--- src/rtl/bp_resolve_queue_pkg.sv ---
// Shared branch-prediction types and helpers: the in-flight entry layout,
// the sequential PC step, and the prediction-versus-outcome compare.
package bp_resolve_queue_pkg;

    localparam logic [31:0] PC_STEP = 32'd4;

    typedef struct packed {
        logic [31:0] pc;
        logic        pred_taken;
        logic [31:0] pred_target;
    } bp_entry_t;

    // A prediction is wrong if the direction differs, or if both agree on
    // taken but the predicted target does not match the real one. The
    // predicted target is irrelevant for a correct not-taken prediction.
    function automatic logic is_mispredict(input bp_entry_t  entry,
                                           input logic       taken,
                                           input logic [31:0] target);
        logic mis;
        mis = 1'b0;
        if (entry.pred_taken != taken) begin
            mis = 1'b1;
        end else if (taken && (entry.pred_target != target)) begin
            mis = 1'b1;
        end else begin
            mis = 1'b0;
        end
        return mis;
    endfunction

endpackage

--- src/rtl/bp_entry_fifo.sv ---
// Pointer-based in-order storage for in-flight branch entries.
// 'discard' empties the queue by moving the write pointer onto the read
// pointer as it stands after any same-cycle pop.
module bp_entry_fifo
    import bp_resolve_queue_pkg::*;
#(
    parameter int DEPTH    = 4,
    parameter int PTR_BITS = $clog2(DEPTH)
) (
    input  logic                clk,
    input  logic                rst_n,
    input  logic                push,
    input  bp_entry_t           push_data,
    input  logic                pop,
    input  logic                discard,
    output bp_entry_t           pop_data,
    output logic [PTR_BITS:0]   count
);

    bp_entry_t           mem_r [DEPTH];
    logic [PTR_BITS-1:0] wr_ptr_r;
    logic [PTR_BITS-1:0] rd_ptr_r;
    logic [PTR_BITS:0]   count_r;
    logic [PTR_BITS-1:0] rd_next_s;
    logic [PTR_BITS-1:0] wr_next_s;
    logic [PTR_BITS:0]   count_next_s;

    assign pop_data = mem_r[rd_ptr_r];
    assign count    = count_r;

    // Next pointer and occupancy values; discard overrides push/pop accounting.
    always_comb begin
        rd_next_s    = rd_ptr_r;
        wr_next_s    = wr_ptr_r;
        count_next_s = count_r;
        if (pop) begin
            rd_next_s = rd_ptr_r + PTR_BITS'(1);
        end else begin
            rd_next_s = rd_ptr_r;
        end
        if (discard) begin
            wr_next_s    = rd_next_s;
            count_next_s = {(PTR_BITS+1){1'b0}};
        end else begin
            if (push) begin
                wr_next_s = wr_ptr_r + PTR_BITS'(1);
            end else begin
                wr_next_s = wr_ptr_r;
            end
            case ({push, pop})
                2'b10:   count_next_s = count_r + (PTR_BITS+1)'(1);
                2'b01:   count_next_s = count_r - (PTR_BITS+1)'(1);
                default: count_next_s = count_r;
            endcase
        end
    end

    // Pointer and occupancy registers.
    always_ff @(posedge clk) begin
        if (!rst_n) begin
            wr_ptr_r <= {PTR_BITS{1'b0}};
            rd_ptr_r <= {PTR_BITS{1'b0}};
            count_r  <= {(PTR_BITS+1){1'b0}};
        end else begin
            wr_ptr_r <= wr_next_s;
            rd_ptr_r <= rd_next_s;
            count_r  <= count_next_s;
        end
    end

    // Entry storage; contents are don't-care until written, so no reset.
    always_ff @(posedge clk) begin
        if (push && !discard) begin
            mem_r[wr_ptr_r] <= push_data;
        end
    end

endmodule

--- src/rtl/bp_resolve_queue.sv ---
// In-order branch resolve tracker. Holds fetch-time predictions, compares
// the oldest one against the execute outcome, and emits a one-cycle
// predictor update plus a redirect on mispredict (discarding younger work).
module bp_resolve_queue
    import bp_resolve_queue_pkg::*;
#(
    parameter int DEPTH    = 4,
    parameter int PTR_BITS = $clog2(DEPTH),
    parameter int CNT_BITS = 16
) (
    input  logic                clk,
    input  logic                rst_n,
    input  logic                push_en_i,
    input  logic [31:0]         push_pc_i,
    input  logic                push_pred_taken_i,
    input  logic [31:0]         push_pred_target_i,
    input  logic                resolve_en_i,
    input  logic                resolve_taken_i,
    input  logic [31:0]         resolve_target_i,
    input  logic                flush_i,
    output logic                full_o,
    output logic                empty_o,
    output logic                update_en_o,
    output logic [31:0]         update_pc_o,
    output logic                update_taken_o,
    output logic                mispredict_o,
    output logic [31:0]         redirect_pc_o,
    output logic [CNT_BITS-1:0] mispredict_cnt_o,
    output logic                err_o
);

    bp_entry_t           push_entry_s;
    bp_entry_t           head_s;
    logic [PTR_BITS:0]   count_s;
    logic                full_s;
    logic                empty_s;
    logic                resolve_ok_s;
    logic                mis_s;
    logic                push_ok_s;
    logic                err_set_s;
    logic [31:0]         redirect_s;

    logic                update_en_r;
    logic [31:0]         update_pc_r;
    logic                update_taken_r;
    logic                mispredict_r;
    logic [31:0]         redirect_pc_r;
    logic [CNT_BITS-1:0] cnt_r;
    logic                err_r;

    assign push_entry_s = '{pc: push_pc_i, pred_taken: push_pred_taken_i,
                            pred_target: push_pred_target_i};

    bp_entry_fifo #(
        .DEPTH    (DEPTH),
        .PTR_BITS (PTR_BITS)
    ) u_fifo (
        .clk       (clk),
        .rst_n     (rst_n),
        .push      (push_ok_s),
        .push_data (push_entry_s),
        .pop       (resolve_ok_s),
        .discard   (flush_i | mis_s),
        .pop_data  (head_s),
        .count     (count_s)
    );

    // Occupancy flags come straight from the count (pre-resolve view).
    always_comb begin
        full_s  = (count_s == (PTR_BITS+1)'(DEPTH));
        empty_s = (count_s == {(PTR_BITS+1){1'b0}});
    end

    assign full_o  = full_s;
    assign empty_o = empty_s;

    // Resolve qualification, compare, wrong-path push suppression and error detection.
    always_comb begin
        resolve_ok_s = 1'b0;
        mis_s        = 1'b0;
        push_ok_s    = 1'b0;
        err_set_s    = 1'b0;
        redirect_s   = 32'h0000_0000;
        if (flush_i) begin
            resolve_ok_s = 1'b0;
            mis_s        = 1'b0;
            push_ok_s    = 1'b0;
            err_set_s    = 1'b0;
        end else begin
            resolve_ok_s = resolve_en_i && !empty_s;
            mis_s        = resolve_ok_s &&
                           is_mispredict(head_s, resolve_taken_i, resolve_target_i);
            // A push alongside a mispredict is wrong-path work, not an overflow.
            push_ok_s    = push_en_i && !full_s && !mis_s;
            err_set_s    = (push_en_i && full_s && !mis_s) ||
                           (resolve_en_i && empty_s);
        end
        if (resolve_taken_i) begin
            redirect_s = resolve_target_i;
        end else begin
            redirect_s = head_s.pc + PC_STEP;
        end
    end

    // Registered update/redirect pulses, statistics and sticky error.
    always_ff @(posedge clk) begin
        if (!rst_n) begin
            update_en_r    <= 1'b0;
            update_pc_r    <= 32'h0000_0000;
            update_taken_r <= 1'b0;
            mispredict_r   <= 1'b0;
            redirect_pc_r  <= 32'h0000_0000;
            cnt_r          <= {CNT_BITS{1'b0}};
            err_r          <= 1'b0;
        end else begin
            update_en_r  <= resolve_ok_s;
            mispredict_r <= mis_s;
            if (resolve_ok_s) begin
                update_pc_r    <= head_s.pc;
                update_taken_r <= resolve_taken_i;
            end else begin
                update_pc_r    <= update_pc_r;
                update_taken_r <= update_taken_r;
            end
            if (mis_s) begin
                redirect_pc_r <= redirect_s;
            end else begin
                redirect_pc_r <= redirect_pc_r;
            end
            if (mis_s && (cnt_r != {CNT_BITS{1'b1}})) begin
                cnt_r <= cnt_r + CNT_BITS'(1);
            end else begin
                cnt_r <= cnt_r;
            end
            if (err_set_s) begin
                err_r <= 1'b1;
            end else begin
                err_r <= err_r;
            end
        end
    end

    assign update_en_o      = update_en_r;
    assign update_pc_o      = update_pc_r;
    assign update_taken_o   = update_taken_r;
    assign mispredict_o     = mispredict_r;
    assign redirect_pc_o    = redirect_pc_r;
    assign mispredict_cnt_o = cnt_r;
    assign err_o            = err_r;

endmodule

--- config.mk ---
export PLATFORM = sky130hd
export DESIGN_NAME = bp_resolve_queue
export DESIGN_NICKNAME = d
export VERILOG_FILES = /design/src/rtl/bp_resolve_queue_pkg.sv /design/src/rtl/bp_entry_fifo.sv /design/src/rtl/bp_resolve_queue.sv
export SDC_FILE = /design/constraint.sdc
export NUM_CORES = 1
export LEC_CHECK = 0
export BUFFER_PORTS_ARGS = -buffer_cell sky130_fd_sc_hd__buf_4
export CAP_MARGIN = 5
export CORE_MARGIN = 2
export CORE_UTILIZATION = 32
export CTS_BUF_LIST = sky130_fd_sc_hd__clkbuf_16
export DETAILED_ROUTE_END_ITERATION = 6
export PLACE_DENSITY = 0.52
export RECOVER_POWER = 50
export SLEW_MARGIN = 20
export SYNTH_ARGS = -nofsm -noshare
export SYNTH_HDL_FRONTEND = slang
export SYNTH_SLANG_ARGS = --single-unit
--- constraint.sdc ---
create_clock -name clk -period 10.7 [get_ports clk]
set_input_delay 1.07 -clock clk [delete_from_list [all_inputs] [get_ports clk]]
set_output_delay 1.07 -clock clk [all_outputs]
set_load 0.01 [all_outputs]
# After elaboration in Yosys (flattened, before gate mapping)
# Memory sizes are Yosys's and may differ from the RTL's. A register that Yosys moved wholly into a read port is not among the register bits.
# Cells that the tools add are included.
# op_classes
add_sub_neg	6
eq_ne	6
n_mux	15
bitwise	2
n_reduce_logical	19
# ops
cell	n
$add 32x3->32 const B	1
$mux 32	1
$ne 32x32->1	1
$add 16x1->16 const B	1
$ne 16x16->1 const B	1
$logic_and 1x1->1	10
$mux 1	9
$mux 2	4
$pmux 3 s2	1
$add 2x1->2 const B	2
$logic_not 1->1	4
$reduce_bool 2->1	2
$add 3x1->3 const B	1
$eq 3x3->1 const B	1
$logic_not 3->1	1
$sub 3x1->3 const B	1
$eq 2x1->1 const B	1
$eq 2x2->1 const B	1
$reduce_or 2->1	1
$logic_or 1x1->1	1
$ne 1x1->1	1
$not 1->1	1
$or 1x1->1	1
# totals
reg_bits	91
mem_bits_rw	260
in_bits	103
out_inout_bits	86
wordCells	59
mem_count	1
# mem_list
name	words	word_bits	rd	rd_clocked_by_memory_dff	write_ports	line_no	source
u_fifo.mem_r	4	65	1	1	1	bp_entry_fifo.sv:20	bp_entry_t mem_r [DEPTH];

# Longest topological paths before layout
# logic_depth
word_depth	12
mapped_depth	17
mapped_depth_nobuf	14

# Modules after synthesis
# From an unflattened synthesis, not the netlist that was laid out.
# hier_totals
cells_unflattened	968
hier_area_um2	14401.3
# by_module_without_submodules
module	instances	cells_per_inst	area_per_inst_um2
bp_entry_fifo	1	384	9819.4
bp_resolve_queue	1	584	4581.9

# Least setup slack after synthesis
# OpenSTA, ideal clock, no wires.
# synth_timing
path_type	input-to-reg
from	in resolve_target_i[30]
to	mem u_fifo.mem_r[0][0] (netlist bit) (enable)
setup_time_ns	0.670
arrival_ns	9.026
setup_slack_ns	1.004
stages	7
n_path_buf	0
path_cell_list	and2_1 -> a32oi_1 -> o311ai_1 -> a2111oi_2 -> and4_4 -> nor3_1 -> nor4b_1
# synth_between
elab_chain_len	12
word_cells_on_any_way	15
# synth_rtl
element	line_no	source
from (decl)	bp_resolve_queue.sv:19	input logic [31:0] resolve_target_i,
$ne 32x32->1 (*)	bp_resolve_queue_pkg.sv:23	end else if (taken && (entry.pred_target != target)) begin
$logic_and 1x1->1 (*)	bp_resolve_queue_pkg.sv:23	
$mux 1 (*)	bp_resolve_queue_pkg.sv:23	
$mux 1 (*)	bp_resolve_queue_pkg.sv:21	if (entry.pred_taken != taken) begin
$mux 1 (*)	bp_resolve_queue.sv:84	if (flush_i) begin
$logic_and 1x1->1 (*)	bp_resolve_queue.sv:91	mis_s = resolve_ok_s &&
$mux 1 or $logic_not 1->1 (tied branches)	bp_resolve_queue.sv:84, bp_resolve_queue.sv:94	
$or 1x1->1 or $logic_and 1x1->1 (tied branches)	bp_resolve_queue.sv:63, bp_resolve_queue.sv:94	
$logic_not 1->1 or $mux 1 (tied branches)	bp_entry_fifo.sv:73, bp_resolve_queue.sv:84	
$logic_and 1x1->1 (*)	bp_entry_fifo.sv:73	if (push && !discard) begin
$mux 1 (*)	bp_entry_fifo.sv:73	
$mux 1 (implied by the code) (*)	bp_entry_fifo.sv:74	mem_r[wr_ptr_r] <= push_data;
to (decl)	bp_entry_fifo.sv:20	
# Every way passes the cells marked *; elsewhere a longest branch is shown, timed or not. The select of a mux whose other input is x is not followed.

==> results.py <==
metrics = {
    "run_status": {
        "status": "finished with violations",
        "violations": "capacitance limit, slew limit",
    },
    "critical_path": {
        "cp.arrival_ps": 5780,
        "path_max_fanout": 41,
        "cp-startpoint": "u_fifo.rd_ptr_r[0]",
        "crit_required_ps": 10860,
        "endpoint_kind": "register",
        "reg2reg_depth": 10,
        "critPathKind": "register to register",
        "timing.rr.start": "u_fifo.rd_ptr_r[0]",
        "cp-start-kind": "register",
    },
    "synth": {
        "yosysTopAreaCellShare_pct": 53.4,
        "synthFlopType": "edfxtp_1",
        "synth_area_per_cell_um2": 14.7,
        "ys_async_sr_fraction_pct": 0,
        "netlist_area_um2": 14600,
        "ys_ff_latch": 351,
        "yosysSeqAreaShare_pct": 65.8,
        "synth_enable_flop_cells": 260,
        "yosysUniqueCellTypes": 66,
        "synth_top_cell_by_area": "edfxtp_1",
        "synth.net_count": 1105,
        "yosys_warnings": 0,
        "synth.most_common_cell": "edfxtp_1",
        "ys_top_cells_by_area": "edfxtp_1, dfxtp_1, mux4_2",
        "synth_common_cells": "edfxtp_1, nand2_1, dfxtp_1",
        "postSynthCellCount": 994,
    },
    "cts": {
        "cts_buffer_depth": 3,
        "numCtsBuffers": 40,
        "tritoncts": "done",
        "clk_latency_ps": 530,
        "cts_resized": 0,
        "cts.sinks": 351,
        "hold_buffers": 0,
        "root_buffer": "clkbuf_16",
        "clkTransAtPathRegs_ps": 60,
        "htreeDepth": 2,
        "cts_setup_buffers": 0,
    },
    "sta": {
        "skew_ps": 17.7,
        "setup-tns-final_ps": 0,
        "finalMaxSlewViolations": 89,
        "tightest_slew_ps": 2210,
        "slew_headroom_pct": -47.3,
        "fmax_mhz": 178,
        "rsz0062_at_grt": "false",
        "setup-violations-final": 0,
        "fin_crit_ps": 5620,
        "fin_crit_sh_pct": 52.5,
        "hold_viol": 0,
    },
    "min_path": {
        "hp-class": "register to register",
        "whs_path_depth": 2,
        "min_from": "update_pc_o[9]",
    },
    "power_and_ir_drop": {
        "sequentialPowerShare_pct": 51.9,
        "clkPwrFrac_pct": 42.5,
        "swShare_pct": 22.2,
        "ir_worst_vdd_mv": 0.0949,
        "power_density_nw_per_um2": 167,
        "switching_power_mw": 0.638,
        "power.total_mw": 2.88,
        "power_leakage_nw": 5.51,
        "power.internal_mw": 2.24,
        "comb_power_share_pct": 5.6,
    },
    "routing": {
        "dr_wl_met2_um": 18800,
        "drc": 0,
        "first_iter_violations": 625,
        "ant_nets": 0,
        "vias": 8922,
        "first_pass_iters": 5,
        "wl_um": 39400,
        "post_drt_wl_per_cell_um": 21.7,
        "vias_per_cell": 4.91,
        "wl_met1_um": 17300,
        "wl_met3_um": 2270,
        "maxUsedRoutingLayer": "met5",
    },
    "finish": {
        "final_area_um2": 17300,
        "final_nets": 1297,
        "area_growth_pct": 18.1,
        "fill_cells": 4409,
        "drive_gt1_share_pct": 16.8,
    },
    "global_routing": {
        "grt_pass1_vias": 8902,
        "grt_pass1_wl_um": 57700,
        "antenna_found_initial": 1,
        "grt_overflow": 0,
        "track_usage_pct": 16.5,
        "grt_max_degree": 67,
    },
    "placement": {
        "placed_area_um2": 16600,
        "gp_congestion": 0.774,
        "hpwl_um": 27400,
        "io_buffers": 188,
    },
    "floorplanning": {
        "rows": 78,
        "fp.dieW_um": 218,
        "die-height_um": 218,
        "ioPinCount": 189,
        "fp.dieArea_um2": 47400,
        "initial_utilization_pct": 32.3,
        "core_um2": 45300,
    },
    "job": {
        "cap_violations": 2,
    },
}
## final cells by class
type	instances	area (um2)	area share (%)
antenna	1	2.50	0.0145
clock buffer	41	1030	5.94
clock inverter	31	145	0.840
inverter	12	45.0	0.261
multi-input combinational	579	4660	27.0
sequential	351	9630	55.8
tap	600	751	4.35
timing repair buffer	202	1010	5.85
## cells by family after synthesis
logic type,synth area share (%)
buf+inv,2.49
mux,11.9
fa+ha+maj,0.736
simple gates,9.61
flops,65.8
compound gates,5.71
xor+xnor,3.77
## worst max-delay path: stages (launching register included)
cell,delay (ps)
dfxtp_4,840
buf_4,730
mux4_2,600
xor2_1,150
nor4_1,380
o2111a_1,290
and4_4,530
nor3_1,280
nor4b_2,320
buf_4,450
buf_4,540
## cells in the final DEF (no fill, tap or decap), types with 24 or more instances in the layout
cell	Yosys	final
edfxtp_1	260	260
clkbuf_1	27	135
nand2_1	125	125
dfxtp_1	91	89
buf_4	4	67
a21oi_1	58	58
mux4_2	57	57
xnor2_1	51	51
clkbuf_16	0	41
mux2i_1	39	39
nand3_1	34	34
o21ai_0	27	27
nand2b_1	25	25
inv_1	11	24
## sequential cells by signal, indices dropped and copies added, names as in the netlist
name	cells
u_fifo.mem_r	260
redirect_pc_o	32
update_pc_o	32
mispredict_cnt_o	16
u_fifo.count	3
u_fifo.rd_ptr_r	2
u_fifo.wr_ptr_r	2
err_o	1
mispredict_o	1
update_en_o	1
update_taken_o	1
## path summary, 6_finish.rpt
kind | end | slack, ps
worst max-delay path | u_fifo.mem_r[3][64] | 5080
worst max register to register | u_fifo.mem_r[3][64] | 5080
worst min register to register | update_pc_o[9] | 450
worst min-delay path | update_pc_o[9] | 450
## through the flow
stage | hold slack (ps) | util [%] | std cells | setup WS [ps]
floorplan | 481 | - | 994 | 1000
global placement | 449 | 36.7 | 1744 | 5020
detailed placement | 447 | 36.7 | 1744 | 4940
CTS | 455 | 39.3 | 1816 | 4910
global route | 472 | 38.1 | 1816 | 4540
finish | 453 | 38.1 | 1817 | 5080
## layer usage
metal | GRT usage [%] | vias to the layer above
li1 | - | 4182
met1 | 22.2 | 4421
met2 | 27.0 | 261
met3 | 3.21 | 56
met4 | 5.24 | 2
met5 | 0 | -
## power by group through the flow
stage	Combinational, mW	Sequential [mW]	Clock, mW
finish	0.161	1.49	1.22
global placement	0.174	1.52	0
floorplan	0.0887	1.52	0
detailed placement	0.176	1.52	0
global route	0.175	1.50	1.31
CTS	0.176	1.49	1.25
Note: power is estimated with default switching activity, not from simulation.
